**src/rtl/acpo_pkg.sv**
```systemverilog
// Shared constants and types for the pooled-feature-map read master.
// POOL_RD_ADDR_EN adds a pool-address field to each skid entry.
package acpo_pkg;

   localparam int PRD_ADDR_W = 14;
   localparam int PRD_DATA_W = 8;
   localparam int PRD_LANES  = 16;
   localparam int PRD_PA_W   = 10;

   typedef enum logic [1:0] {IDLE, WAIT, READ, DRAIN} prd_state_e;

`ifdef POOL_RD_ADDR_EN
   typedef struct packed {
      logic [PRD_DATA_W-1:0] data;
      logic [PRD_PA_W-1:0]   addr;
      logic                  last;
   } prd_entry_t;
`else
   typedef struct packed {
      logic [PRD_DATA_W-1:0] data;
      logic                  last;
   } prd_entry_t;
`endif

   localparam int PRD_ENTRY_W = $bits(prd_entry_t);

endpackage

```
**src/rtl/pool_rd_skid.sv**
```systemverilog
// Two-entry skid FIFO absorbing BRAM read latency between issue and the output channel.
// Simultaneous push and pop are allowed even when full.
module pool_rd_skid #(
   parameter int W = 8
) (
   input  logic         clk,
   input  logic         rst_n,
   input  logic         push,
   input  logic [W-1:0] din,
   input  logic         pop,
   output logic [W-1:0] dout,
   output logic [1:0]   cnt,
   output logic         full,
   output logic         empty
);

   logic [W-1:0] mem_q [2];
   logic         wr_ptr_q;
   logic         rd_ptr_q;

   always_ff @(posedge clk or negedge rst_n) begin
      if (!rst_n) begin
         wr_ptr_q <= 1'b0;
         rd_ptr_q <= 1'b0;
         cnt      <= 2'd0;
      end else begin
         if (push) wr_ptr_q <= ~wr_ptr_q;
         if (pop)  rd_ptr_q <= ~rd_ptr_q;
         case ({push, pop})
            2'b10:   cnt <= cnt + 2'd1;
            2'b01:   cnt <= cnt - 2'd1;
            default: cnt <= cnt;
         endcase
      end
   end

   // Storage carries no control meaning, so it is left out of reset.
   always_ff @(posedge clk) begin
      if (push) mem_q[wr_ptr_q] <= din;
   end

   assign dout  = mem_q[rd_ptr_q];
   assign full  = (cnt == 2'd2);
   assign empty = (cnt == 2'd0);

endmodule

```
**src/rtl/pool_buf_reader.sv**
```systemverilog
// Pooled-feature-map BRAM read master: waits on the selected pool lanes, then streams bytes out.
// Define POOL_RD_ADDR_EN to carry the pool-address BRAM word alongside each beat on m_addr_o.
module pool_buf_reader
   import acpo_pkg::*;
#(
   parameter int ADDR_W = PRD_ADDR_W,
   parameter int DATA_W = PRD_DATA_W,
   parameter int LANES  = PRD_LANES,
   parameter int PA_W   = PRD_PA_W
) (
   input  logic              clk,
   input  logic              rst_n,
   input  logic              start_i,
   input  logic [ADDR_W-1:0] base_addr_i,
   input  logic [ADDR_W-1:0] len_i,
   input  logic [LANES-1:0]  lane_mask_i,
   input  logic [LANES-1:0]  pool_last_i,
   output logic              rden_o,
   output logic [ADDR_W-1:0] rdptr_o,
   input  logic [DATA_W-1:0] rdata_i,
   input  logic [PA_W-1:0]   pa_rdata_i,
   output logic              m_valid_o,
   input  logic              m_ready_i,
   output logic [DATA_W-1:0] m_data_o,
   output logic [PA_W-1:0]   m_addr_o,
   output logic              m_last_o,
   output logic              busy_o,
   output logic              done_o
);

   prd_state_e        state_q, state_d;
   logic [LANES-1:0]  sticky_q;
   logic [LANES-1:0]  mask_q;
   logic [ADDR_W-1:0] base_q;
   logic [ADDR_W-1:0] len_q;
   logic [ADDR_W-1:0] issued_q;

   logic              issue;
   logic              issue_last;
   logic              pop;
   logic              done;
   logic [2:0]        occ;

   logic              vld_p1;
   logic              last_p1;

   logic [1:0]        fifo_cnt;
   logic              fifo_full;
   logic              fifo_empty;
   prd_entry_t        push_ent;
   prd_entry_t        head_ent;

   assign pop        = m_valid_o & m_ready_i;
   assign issue_last = (issued_q == len_q - ADDR_W'(1));
   // Occupancy the FIFO will hold next cycle once the in-flight read lands.
   assign occ        = {1'b0, fifo_cnt} + {2'b00, vld_p1} - {2'b00, pop};

   // State register and control counters
   always_ff @(posedge clk or negedge rst_n) begin
      if (!rst_n) begin
         state_q  <= IDLE;
         sticky_q <= '0;
         mask_q   <= '0;
         base_q   <= '0;
         len_q    <= '0;
         issued_q <= '0;
         vld_p1   <= 1'b0;
      end else begin
         state_q  <= state_d;
         sticky_q <= (done ? '0 : sticky_q) | pool_last_i;
         vld_p1   <= issue;
         if (state_q == IDLE && start_i) begin
            base_q   <= base_addr_i;
            len_q    <= len_i;
            mask_q   <= lane_mask_i;
            issued_q <= '0;
         end else if (issue) begin
            issued_q <= issued_q + ADDR_W'(1);
         end
      end
   end

   // Stage p1: read data returns from the BRAM
   always_ff @(posedge clk) begin
      last_p1 <= issue_last;
   end

   always_comb begin
      state_d = state_q;
      case (state_q)
         IDLE:  if (start_i) state_d = WAIT;
         WAIT:  if ((sticky_q & mask_q) == mask_q)
                   state_d = (len_q == '0) ? DRAIN : READ;
         READ:  if (issue && issue_last) state_d = DRAIN;
         DRAIN: if (fifo_empty && !vld_p1) state_d = IDLE;
         default: state_d = IDLE;
      endcase
   end

   always_comb begin
      issue   = (state_q == READ) && (occ < 3'd2);
      done    = (state_q == DRAIN) && fifo_empty && !vld_p1;
      rden_o  = issue;
      rdptr_o = issue ? (base_q + issued_q) : '0;
      busy_o  = (state_q != IDLE);
      done_o  = done;
   end

   always_comb begin
      push_ent      = '0;
      push_ent.data = rdata_i;
      push_ent.last = last_p1;
`ifdef POOL_RD_ADDR_EN
      push_ent.addr = pa_rdata_i;
`endif
   end

   // Stage p2: beat presented from the skid FIFO
   pool_rd_skid #(
      .W(PRD_ENTRY_W)
   ) u_skid (
      .clk  (clk),
      .rst_n(rst_n),
      .push (vld_p1),
      .din  (push_ent),
      .pop  (pop),
      .dout (head_ent),
      .cnt  (fifo_cnt),
      .full (fifo_full),
      .empty(fifo_empty)
   );

   assign m_valid_o = !fifo_empty;
   assign m_data_o  = fifo_empty ? '0 : head_ent.data;
   assign m_last_o  = !fifo_empty && head_ent.last;

`ifdef POOL_RD_ADDR_EN
   assign m_addr_o = fifo_empty ? '0 : head_ent.addr;
   logic unused_full;
   assign unused_full = fifo_full;
`else
   assign m_addr_o = '0;
   logic unused_pa;
   assign unused_pa = fifo_full ^ (^pa_rdata_i);
`endif

endmodule

```
**config.mk**
```make
export PLATFORM = sky130hd
export DESIGN_NAME = pool_buf_reader
export DESIGN_NICKNAME = d
export VERILOG_FILES = /design/src/rtl/acpo_pkg.sv /design/src/rtl/pool_rd_skid.sv /design/src/rtl/pool_buf_reader.sv
export SDC_FILE = /design/constraint.sdc
export NUM_CORES = 1
export LEC_CHECK = 0
export ABC_AREA = 1
export BUFFER_PORTS_ARGS = -buffer_cell sky130_fd_sc_hd__buf_4
export CORE_UTILIZATION = 50
export DETAILED_ROUTE_END_ITERATION = 12
export PLACE_DENSITY = 0.74
export SKIP_CTS_REPAIR_TIMING = 1
export SLEW_MARGIN = 20
export SYNTH_ARGS = -nofsm -noshare
export SYNTH_HDL_FRONTEND = slang
export SYNTH_SLANG_ARGS = --single-unit
```
**constraint.sdc**
```tcl
create_clock -name clk -period 8.8 [get_ports clk]
set_input_delay 1.76 -clock clk [delete_from_list [all_inputs] [get_ports clk]]
set_output_delay 1.76 -clock clk [all_outputs]
set_load 0.02 [all_outputs]
```
==> results.txt, run 1 <==
status - complete, no violations
share of cells above drive strength 1 - 17.10%
top post-synthesis cells by area - dfrtp_1 (37%), nand2_1 (13%), edfxtp_1 (9.9%)
DRT iter0 DRCs - 215
DRT Wirelength - 11.87 mm
Setup Skew - 0.007299 ns
Switching Power - 798.5 uW
DIE HEIGHT - 106.7 um
routed vias/inst - 5.062
final setup TNS - 0 ns
Syn. warnings - 0
Post-synth ARST share - 81.00%
GP Congestion - 0.9005
gr usage total - 22.54%
Final Setup Violations - 0
Nets - 873
post-synth top area share - 36.97%
TritonCTS Buffers - 9
Slowest Stage Delay on Critical Path - 0.43 ns
Final Max Slew Viols - 0
clock latency on the worst-skew pair - 0.38 ns
Unique masters post-synth - 43
DRC viols - 0
CORE AREA - 0.01046 mm^2
port buffer count - 98
critical path class - in -> out
Area growth, synth to finish - 18.12%
worst hold path type - reg -> reg
initial antenna violation count - 0
pin count of the biggest net entering global routing - 82
leak pwr - 3.380 nW
dominant cell type by area after synthesis - dfrtp_1
io pins - 119
Worst Path Arrival - 4.24 ns
post-DP HPWL - 8.728 mm
Clk pin slew, worst setup/hold paths - 0.09 ns
vias in the first global route - 4575
CTS tree - yes
Worst setup SP type - input port
Cell Chain, Critical Path - buf_4, inv_1, nor2_1, ha_1, nor2_1, fa_1, a21oi_1, nand2_2, inv_1, o21ai_0, a21oi_1, buf_4
CP required - 7.04 ns
Final ANT Viol Nets - 0
combinational share of power - 45.3%
r2r setup slk - 5.02 ns
CP max stage cell - fa_1
Top delay family on crit path - adder cells
R2R depth - 13
reg2reg start - u_skid.cnt[0]
Worst R2R End - issued_q[11]
via count - 4596
CTS HTree Levels - 3
Seq/Total Area, Yosys - 47.19%
Max Cap Violations - 0
Crit. End Element - output pin
Initial Util - 52.40%
Seq pwr share - 39.8%
CTS root buf - clkbuf_8
full die area - 0.01139 mm^2
Final period util - 68.22%
Max-slew headroom - 42.26%
EDFF count, synth - 18
critical hold path startpoint - last_p1
commonest non-fill, non-tap cell in the layout - nand2_1
global-route wire length before repair - 20.20 mm
Pwr Density - 281.8 mW/mm^2
synthesized flop and latch total - 100
worst hold slack - 0.4399 ns
crit path max fanout - 13
Horiz. Die Dim - 106.7 um
hold worst-path end - u_skid.mem_q[1][0]
global route total overflow - 0
CTS max path bufs - 2
Max Fclk - 0.1666 GHz
RSZ-0062 raised after global routing - false
internal power - 1.026 mW
final hold vios - 0
most frequent cells in the layout - nand2_1 (196), buf_4 (98), dfrtp_1 (81)
switch share - 43.76%
Worst-Margin Slew - 0.8651 ns
mapped cell area - 0.005483 mm^2
post-route minimum period - 6.003 ns
diode count - 0
# rows - 37
clock share of power - 14.9%
Syn Inst Count - 674
WL per Instance - 13.07 um
WHS Path Cells - 0
Syn Area/Cell - 8.135 um^2
top_reg_cell synth - dfrtp_1
WP buf/inv - 4
total iterations of the first detailed-routing run - 5
post-layout util - 61.90%
clk sink count - 100
maximum VDD drop - 0.1239 mV
[Yosys cell counts (2+ instances only)]
library cell,instances
dfrtp_1,81
nor2_1,50
xor2_1,10
edfxtp_1,18
nand3_1,26
buf_2,2
fa_1,2
ha_1,22
o21ai_0,46
nand2_1,197
a31oi_1,2
inv_2,2
a21oi_1,39
nor3_1,5
xnor2_1,6
buf_4,10
nor2_2,5
o21bai_1,17
clkinv_1,2
inv_1,80
nand3_2,3
nand4_1,8
a21o_1,2
a221oi_1,5
clkbuf_1,13
o22ai_1,4
[worst register-to-register path, cell delays in order, from the launching register on]
cell,delay [ns]
dfrtp_1,0.44
nor2_1,0.68
nor2_1,0.21
ha_1,0.35
nor2_1,0.13
fa_1,0.43
a21oi_1,0.17
nand2_2,0.23
nor3b_4,0.28
nand3_2,0.16
nor2_2,0.13
nand2_1,0.08
nor4_1,0.25
nor3_1,0.09
[worst max-delay path by stage]
stage | cells past startpoint | end | start
finish | 12 | rdptr_o[10] | m_ready_i
global route | 12 | rdptr_o[11] | m_ready_i
CTS | 12 | rdptr_o[10] | m_ready_i
detailed placement | 12 | rdptr_o[10] | m_ready_i
global placement | 12 | rdptr_o[12] | m_ready_i
floorplan | 11 | rdptr_o[10] | m_ready_i
[power by group through the flow]
stage | Combinational [mW] | Sequential (mW) | Clock (mW)
floorplan | 0.612 | 0.696 | 0
global placement | 0.795 | 0.728 | 0
detailed placement | 0.827 | 0.733 | 0
CTS | 0.830 | 0.726 | 0.280
global route | 0.943 | 0.746 | 0.299
finish | 0.826 | 0.727 | 0.272
[through the flow]
step,setup slack [ns],cells,total power [mW],instance area (um^2)
6_report,2.797,908,1.825,6476
3_3_place_gp,2.868,892,1.523,6292
3_5_place_dp,2.819,892,1.559,6292
5_1_grt,2.560,908,1.988,6476
2_1_floorplan,3.050,683,1.308,5517
4_1_cts,2.803,908,1.836,6469
[registers in the layout (all words and copies together), names as in the netlist]
| name | count |
|---|---|
| u_skid.rd_ptr_q | 1 |
| last_p1 | 1 |
| base_q | 14 |
| len_q | 14 |
| vld_p1 | 1 |
| u_skid.wr_ptr_q | 1 |
| mask_q | 16 |
| sticky_q | 16 |
| state_q | 2 |
| issued_q | 14 |
| u_skid.mem_q | 18 |
| u_skid.cnt | 2 |
[cell families after synthesis]
group	count (synthesis)	synth area share (%)
AO/OA/AOI/OAI	119	12.48
XOR/XNOR	16	2.556
adder cells (fa/ha/maj)	24	5.751
buffers and inverters	110	8.261
flip-flops	100	47.19
other	1	0.06840
AND/OR/NAND/NOR	304	23.69
[routing by layer]
layer  up-vias  GRT usage (%)  wire [um]
met1      2101          29.08       5469
li1       2347              -          -
met5         -              0          0
met3        20          3.100        541
met2       128          37.60       5611
met4         0          10.47        246
[cell type report]
type | instances | area (um^2)
Clock inverter | 6 | 48.80
Clock buffer | 10 | 127.6
Multi-Input combinational cell | 473 | 2479
Timing Repair Buffer | 99 | 747.0
Inverter | 84 | 316.6
Sequential cell | 100 | 2587
Fill cell | 965 | 3986
Tap cell | 136 | 170.2
Power figures use the tool's default switching activity.
==> run 2: changes to the inputs <==
ABC_AREA = 0   (was 1)
CORE_UTILIZATION = 49   (was 50)
PLACE_DENSITY = 0.76   (was 0.74)
clock period = 5.2 ns   (was 8.8 ns; I/O delays follow)
==> results.txt, run 2 <==
status - complete, no violations
synthesized flop and latch total - 100 (unchanged)
Worst Setup SP - m_ready_i
Max Fclk - 0.2183 GHz
diode count - 0 (unchanged)
post-route insts no fill - 732 (-19%)
# rows - 37 (unchanged)
most frequent cell after synthesis - dfrtp_1
routed vias/inst - 5.332 (+5.3%)
EDFF count, synth - 18 (unchanged)
# fillers - 913 (-5.4%)
Pwr Density - 500.6 mW/mm^2 (+78%)
Final period util - 88.11%
Clk pin slew, worst setup/hold paths - 0.09 ns (about the same)
TritonCTS Buffers - 9 (unchanged)
reg2reg start - u_skid.cnt[0]
Placed Cells - 716 (-20%)
CP max stage cell - inv_1
Setup Skew - 0.01502 ns (+0.007723 ns)
initial antenna violation count - 0 (unchanged)
maximum VDD drop - 0.2084 mV (+68%)
post-synthesis compound-gate area fraction - 12.04% (-0.44 points)
mapped cell area - 0.005351 mm^2 (-2.4%)
Seq/Total Area, Yosys - 48.35% (+1.2 points)
Worst-Margin Slew - 0.8112 ns (-0.05392 ns)
gr usage total - 19.99% (-2.5 points)
post-synth top area share - 37.88% (+0.91 points)
total iterations of the first detailed-routing run - 4 (-1)
leak pwr - 2.921 nW (-14%)
crit path max fanout - 13 (unchanged)
Cell Chain, Critical Path - buf_4, nor2b_1, ha_1, nor2_1, fa_1, nand3b_1, inv_1, o211ai_1, nand2_1, buf_4
most frequent cells in the layout - buf_4 (101), dfrtp_1 (81), nor2_1 (45)
DRT Wirelength - 10.76 mm (-9.3%)
pre-CTS setup slack - 0.6110 ns (-2.208 ns)
DRC viols - 0 (unchanged)
io pins - 119 (unchanged)
Syn. warnings - 0 (unchanged)
Max-slew headroom - 44.52% (+2.3 points)
share of cells above drive strength 1 - 27.18% (+10 points)
Top delay family on crit path - simple AND/OR/NAND/NOR gates
dominant cell type by area after synthesis - dfrtp_1
top cells by count, synth - dfrtp_1 (81), nor2_1 (46), inv_1 (34)
final hold vios - 0 (unchanged)
DIE HEIGHT - 106.5 um (-0.20%)
DP Area - 0.006183 mm^2 (-1.7%)
post-route minimum period - 4.582 ns
WL per Instance - 14.70 um (+12%)
via count - 3903 (-15%)
most frequent CP cell - buf_4
CP required - 4.16 ns (-2.88 ns)
Worst setup SP type - input port
Syn Area/Cell - 10.79 um^2 (+33%)
Nets - 697 (-20%)
Worst Path Arrival - 3.54 ns (-0.70 ns)
CTS max path bufs - 2 (unchanged)
Synth Area in XOR/XNOR - 7.786% (+5.2 points)
Top reg by flops - u_skid.mem_q
post-DP HPWL - 8.002 mm (-8.3%)
Unique masters post-synth - 66 (+53%)
post-synthesis simple-gate area fraction - 12.91% (-11 points)
Horiz. Die Dim - 106.5 um (-0.20%)
worst hold path type - reg -> reg
global-route wire length before repair - 17.88 mm (-12%)
Area growth, synth to finish - 19.22%
clk sink count - 100 (unchanged)
CTS root buf - clkbuf_8
Initial Util - 51.15% (-1.3 points)
Crit. End Element - output pin
top post-synthesis cells by area - dfrtp_1 (38%), edfxtp_1 (10%), mux2_2 (5.9%)
post-route setup slack - 0.6183 ns (-2.179 ns)
commonest non-fill, non-tap cell in the layout - buf_4
Final Max Slew Viols - 0 (unchanged)
clock latency on the worst-skew pair - 0.37 ns (about the same)
critical hold path startpoint - last_p1
Post-synth ARST share - 81.00% (unchanged)
pin count of the biggest net entering global routing - 82 (unchanged)
vias in the first global route - 3945 (-14%)
Slowest Stage Delay on Critical Path - 0.47 ns (+0.04 ns)
mux cell area share after synthesis - 7.856% (+7.9 points)
global route total overflow - 0 (unchanged)
full die area - 0.01134 mm^2 (-0.39%)
Final Setup Violations - 0 (unchanged)
GP Congestion - 0.8412 (-6.6%)
final setup TNS - 0 ns (unchanged)
CTS tree - yes
RSZ-0062 raised after global routing - false
main combinational cell family by area after synthesis - simple AND/OR/NAND/NOR gates
worst hold slack - 0.4519 ns (+0.01201 ns)
WP buf/inv - 3 (-1)
DRT iter0 DRCs - 168 (-22%)
max FFs per register - 18 (unchanged)
Regs by FF count - u_skid.mem_q x18, mask_q x16, sticky_q x16
critical path class - in -> out
adder-cell share of the synthesized area - 5.892% (+0.14 points)
CORE AREA - 0.01046 mm^2 (unchanged)
port buffer count - 98 (unchanged)
Max Cap Violations - 0 (unchanged)
Post-Layout Inst Area - 0.006380 mm^2 (-1.5%)
Final ANT Viol Nets - 0 (unchanged)
Syn Inst Count - 496 (-26%)
top_reg_cell synth - dfrtp_1
CTS HTree Levels - 3 (unchanged)
-- run 2: cell count changes after synthesis, moves of 7 or more --
cell and change:
a21oi_1 -28, mux2_2 +28, nand3_1 -18, o21ai_0 -25, xnor2_1 +13, xor2_1 +16
inv_1 -46, mux2i_1 +9, nand2_1 -167, a21o_1 +19, o21bai_1 -14, and3_1 +7
-- run 2: worst reg2reg max path: stages, from the launching register on --
cell	delay, ns
dfrtp_1	0.43
nor2_1	0.06
buf_4	0.18
nor2b_1	0.29
ha_1	0.29
nor2_1	0.12
fa_1	0.44
nand3b_1	0.40
inv_1	0.47
nand4_1	0.31
nor2_1	0.27
nand4_1	0.13
xor2_1	0.16
nor2_1	0.05
-- run 2: area by class of cell --
| type | instances | area [um^2] | share of cell area (%) |
|---|---|---|---|
| clock buffers | 10 | 137.6 | 2.157 |
| multi-input cells | 344 | 2532 | 39.69 |
| inverters | 34 | 127.6 | 2.000 |
| clock inverters | 6 | 55.05 | 0.8629 |
| flip-flops and latches | 100 | 2587 | 40.56 |
| well taps | 136 | 170.2 | 2.667 |
| repair buffers | 102 | 769.5 | 12.06 |
-- run 2: final timing paths --
| kind | endpoint | slack (ns) | cells past startpoint |
|---|---|---|---|
| min in group asynchronous | issued_q[5] | 0.68 | 1 |
| min | u_skid.mem_q[1][0] | 0.45 | 0 |
| max reg2reg | issued_q[13] | 1.47 | 13 |
| max in group asynchronous | vld_p1 | 3.99 | 1 |
| min reg2reg | u_skid.mem_q[1][0] | 0.45 | 0 |
| max | rdptr_o[13] | 0.62 | 10 |
-- run 2: power breakdown --
part,switching [mW],total (mW),leakage (nW),internal [mW]
clock network,0.286,0.482,0.0994,0.197
registers,0.231,1.29,1.12,1.06
logic,0.744,1.42,1.70,0.677
-- run 2: logic make-up (layout without fill, tap and decap cells) --
logic type / Yosys count / count (layout)
adders and majority gates: 24 / 24
DFF: 100 / 100
muxes: 38 / 38
xor gates and xnor gates: 46 / 46
AOI/OAI and AO/OA: 90 / 90
other: 1 / 10
and+or+nand+nor: 136 / 136
buffers and inverters: 61 / 152
-- run 2: through the flow --
stage	util, %	power (mW)
after floorplan	-	2.326
after global placement	59.10	2.667
after detailed placement	59.10	2.737
after CTS	60.94	3.223
after global routing	60.98	3.433
final	60.98	3.194
-- run 2: metal layers --
layer  GRT usage, %  routed length [um]  vias up
li1               -                   -     1904
met1          24.83                4783     1902
met5              0                   0        -
met3          2.943                 344       15
met2          35.20                5454       82
met4          7.436                 180        0
==> run 3: changes to the inputs <==
==> constraint.sdc (replaced) <==
create_clock -name clk -period 5.2 [get_ports clk]
set_input_delay 1.56 -clock clk [delete_from_list [all_inputs] [get_ports clk]]
set_output_delay 1.56 -clock clk [all_outputs]
set_load 0.02 [all_outputs]
==> results.txt, run 3 (synthesis results as in run 2) <==
status - complete, no violations
DRT iter0 DRCs - 204 (+21%)
Worst-Margin Slew - 0.7739 ns (-0.03732 ns)
initial antenna violation count - 0 (unchanged)
Regs by FF count - u_skid.mem_q x18, mask_q x16, sticky_q x16
port buffer count - 98 (unchanged)
WL per Instance - 15.17 um (+3.2%)
Clk pin slew, worst setup/hold paths - 0.09 ns (about the same)
Nets - 704 (+1.0%)
RSZ-0062 raised after global routing - true
leak pwr - 2.961 nW (+1.4%)
max FFs per register - 18 (unchanged)
Final Setup Violations - 0 (unchanged)
Worst Path Arrival - 3.53 ns (about the same)
# rows - 37 (unchanged)
most frequent cells in the layout - buf_4 (107), dfrtp_1 (81), nor2_1 (44)
CP max stage cell - fa_1
io pins - 119 (unchanged)
critical path class - in -> out
share of cells above drive strength 1 - 28.19% (+1.0 points)
switch share - 39.32% (-0.15 points)
Final ANT Viol Nets - 0 (unchanged)
combinational share of power - 44.8% (+0.3 points)
Final period util - 97.93% (+9.8 points)
CTS HTree Levels - 3 (unchanged)
global route total overflow - 0 (unchanged)
routed vias/inst - 5.426 (+1.8%)
total iterations of the first detailed-routing run - 4 (unchanged)
clock latency on the worst-skew pair - 0.37 ns (about the same)
Max Fclk - 0.1964 GHz (-10%)
pin count of the biggest net entering global routing - 82 (unchanged)
CTS tree - yes
Horiz. Die Dim - 106.5 um (unchanged)
post-DP HPWL - 8.287 mm (+3.6%)
worst hold path type - reg -> reg
Crit. End Element - output pin
commonest non-fill, non-tap cell in the layout - buf_4
gr usage total - 21.23% (+1.2 points)
Max-slew headroom - 47.07% (+2.6 points)
CTS root buf - clkbuf_8
clock share of power - 15.8% (+0.7 points)
Pwr Density - 510.4 mW/mm^2 (+2.0%)
Initial Util - 51.15% (unchanged)
most frequent CP cell - buf_4
Max Cap Violations - 0 (unchanged)
Switching Power - 1.295 mW (+2.7%)
GP Congestion - 0.8493 (+0.96%)
Top reg by flops - u_skid.mem_q
post-route minimum period - 5.092 ns (+0.5106 ns)
via count - 4010 (+2.7%)
vias in the first global route - 4081 (+3.4%)
DIE HEIGHT - 106.5 um (unchanged)
diode count - 0 (unchanged)
Worst setup SP type - input port
Final Max Slew Viols - 0 (unchanged)
Cell Chain, Critical Path - buf_4, nor2b_1, ha_1, nor2_2, fa_1, nand3b_1, or4_1, nand2_1, buf_4
Seq pwr share - 39.4% (-1.0 points)
Slowest Stage Delay on Critical Path - 0.42 ns (-0.05 ns)
post-layout util - 61.65% (+0.67 points)
full die area - 0.01134 mm^2 (unchanged)
Area growth, synth to finish - 20.53%
Placed Cells - 721 (+0.70%)
crit path max fanout - 2 (-11)
CTS max path bufs - 2 (unchanged)
Setup Skew - 0.01005 ns (-0.004969 ns)
TritonCTS Buffers - 9 (unchanged)
DRT Wirelength - 11.21 mm (+4.2%)
DRC viols - 0 (unchanged)
internal power - 1.998 mW (+3.3%)
CORE AREA - 0.01046 mm^2 (unchanged)
maximum VDD drop - 0.1961 mV (-5.9%)
global-route wire length before repair - 18.97 mm (+6.1%)
final hold vios - 0 (unchanged)
CP required - 3.64 ns (-0.52 ns)
clk sink count - 100 (unchanged)
post-route insts no fill - 739 (+0.96%)
[run 3: layer usage]
metal | global-route usage (%) | share of wire, % | vias up
met4 | 9.002 | 2.0 | 0
met1 | 26.52 | 43 | 1969
met2 | 36.78 | 51 | 99
met3 | 3.004 | 4.4 | 21
met5 | 0 | 0 | -
li1 | - | - | 1921
[run 3: metrics by stage]
step	area (um^2)	TNS [ns]	power, mW	hold WS, ns	worst slack, ns
2_1_floorplan	5385	0	2.326	0.4037	0.002162
3_3_place_gp	6221	0	2.686	0.4102	0.005666
3_5_place_dp	6221	-0.002040	2.776	0.4300	-0.002040
4_1_cts	6425	-0.02527	3.298	0.4522	-0.02527
5_1_grt	6450	-0.006766	3.537	0.4696	-0.006766
6_report	6450	0	3.292	0.4528	0.1077
[run 3: final cells by class]
type / count / area, um^2
multi-input cells: 344 / 2535
repair buffers: 109 / 825.8
clock buffers: 9 / 123.9
inverters: 34 / 127.6
fillers: 877 / 4013
flip-flops and latches: 100 / 2587
clock inverters: 7 / 80.08
well taps: 136 / 170.2
[run 3: path summary, 6_finish.rpt]
| path | startpoint | to | slack, ns | cells after the start |
|---|---|---|---|---|
| hold / removal | last_p1 | u_skid.mem_q[1][0] | 0.45 | 0 |
| min in group asynchronous | rst_n | base_q[4] | 1.21 | 1 |
| setup reg to reg | u_skid.cnt[0] | issued_q[13] | 1.70 | 17 |
| hold reg to reg | last_p1 | u_skid.mem_q[1][0] | 0.45 | 0 |
| setup / recovery | m_ready_i | rdptr_o[13] | 0.11 | 9 |
| max in group asynchronous | rst_n | mask_q[3] | 3.48 | 1 |
[run 3: critical path, delay by kind of cell]
kind | cells | cell delay [ns]
and+or+nand+nor | 5 | 0.99
adders and majority gates | 2 | 0.72
buffers and inverters | 2 | 0.25
[run 3: power groups by stage]
stage               clock, mW  sequential, mW  combinational (mW)
floorplan                   0            1.22                1.10
global placement            0            1.30                1.39
detailed placement          0            1.31                1.46
CTS                     0.528            1.30                1.47
global route            0.564            1.33                1.64
finish                  0.520            1.30                1.47
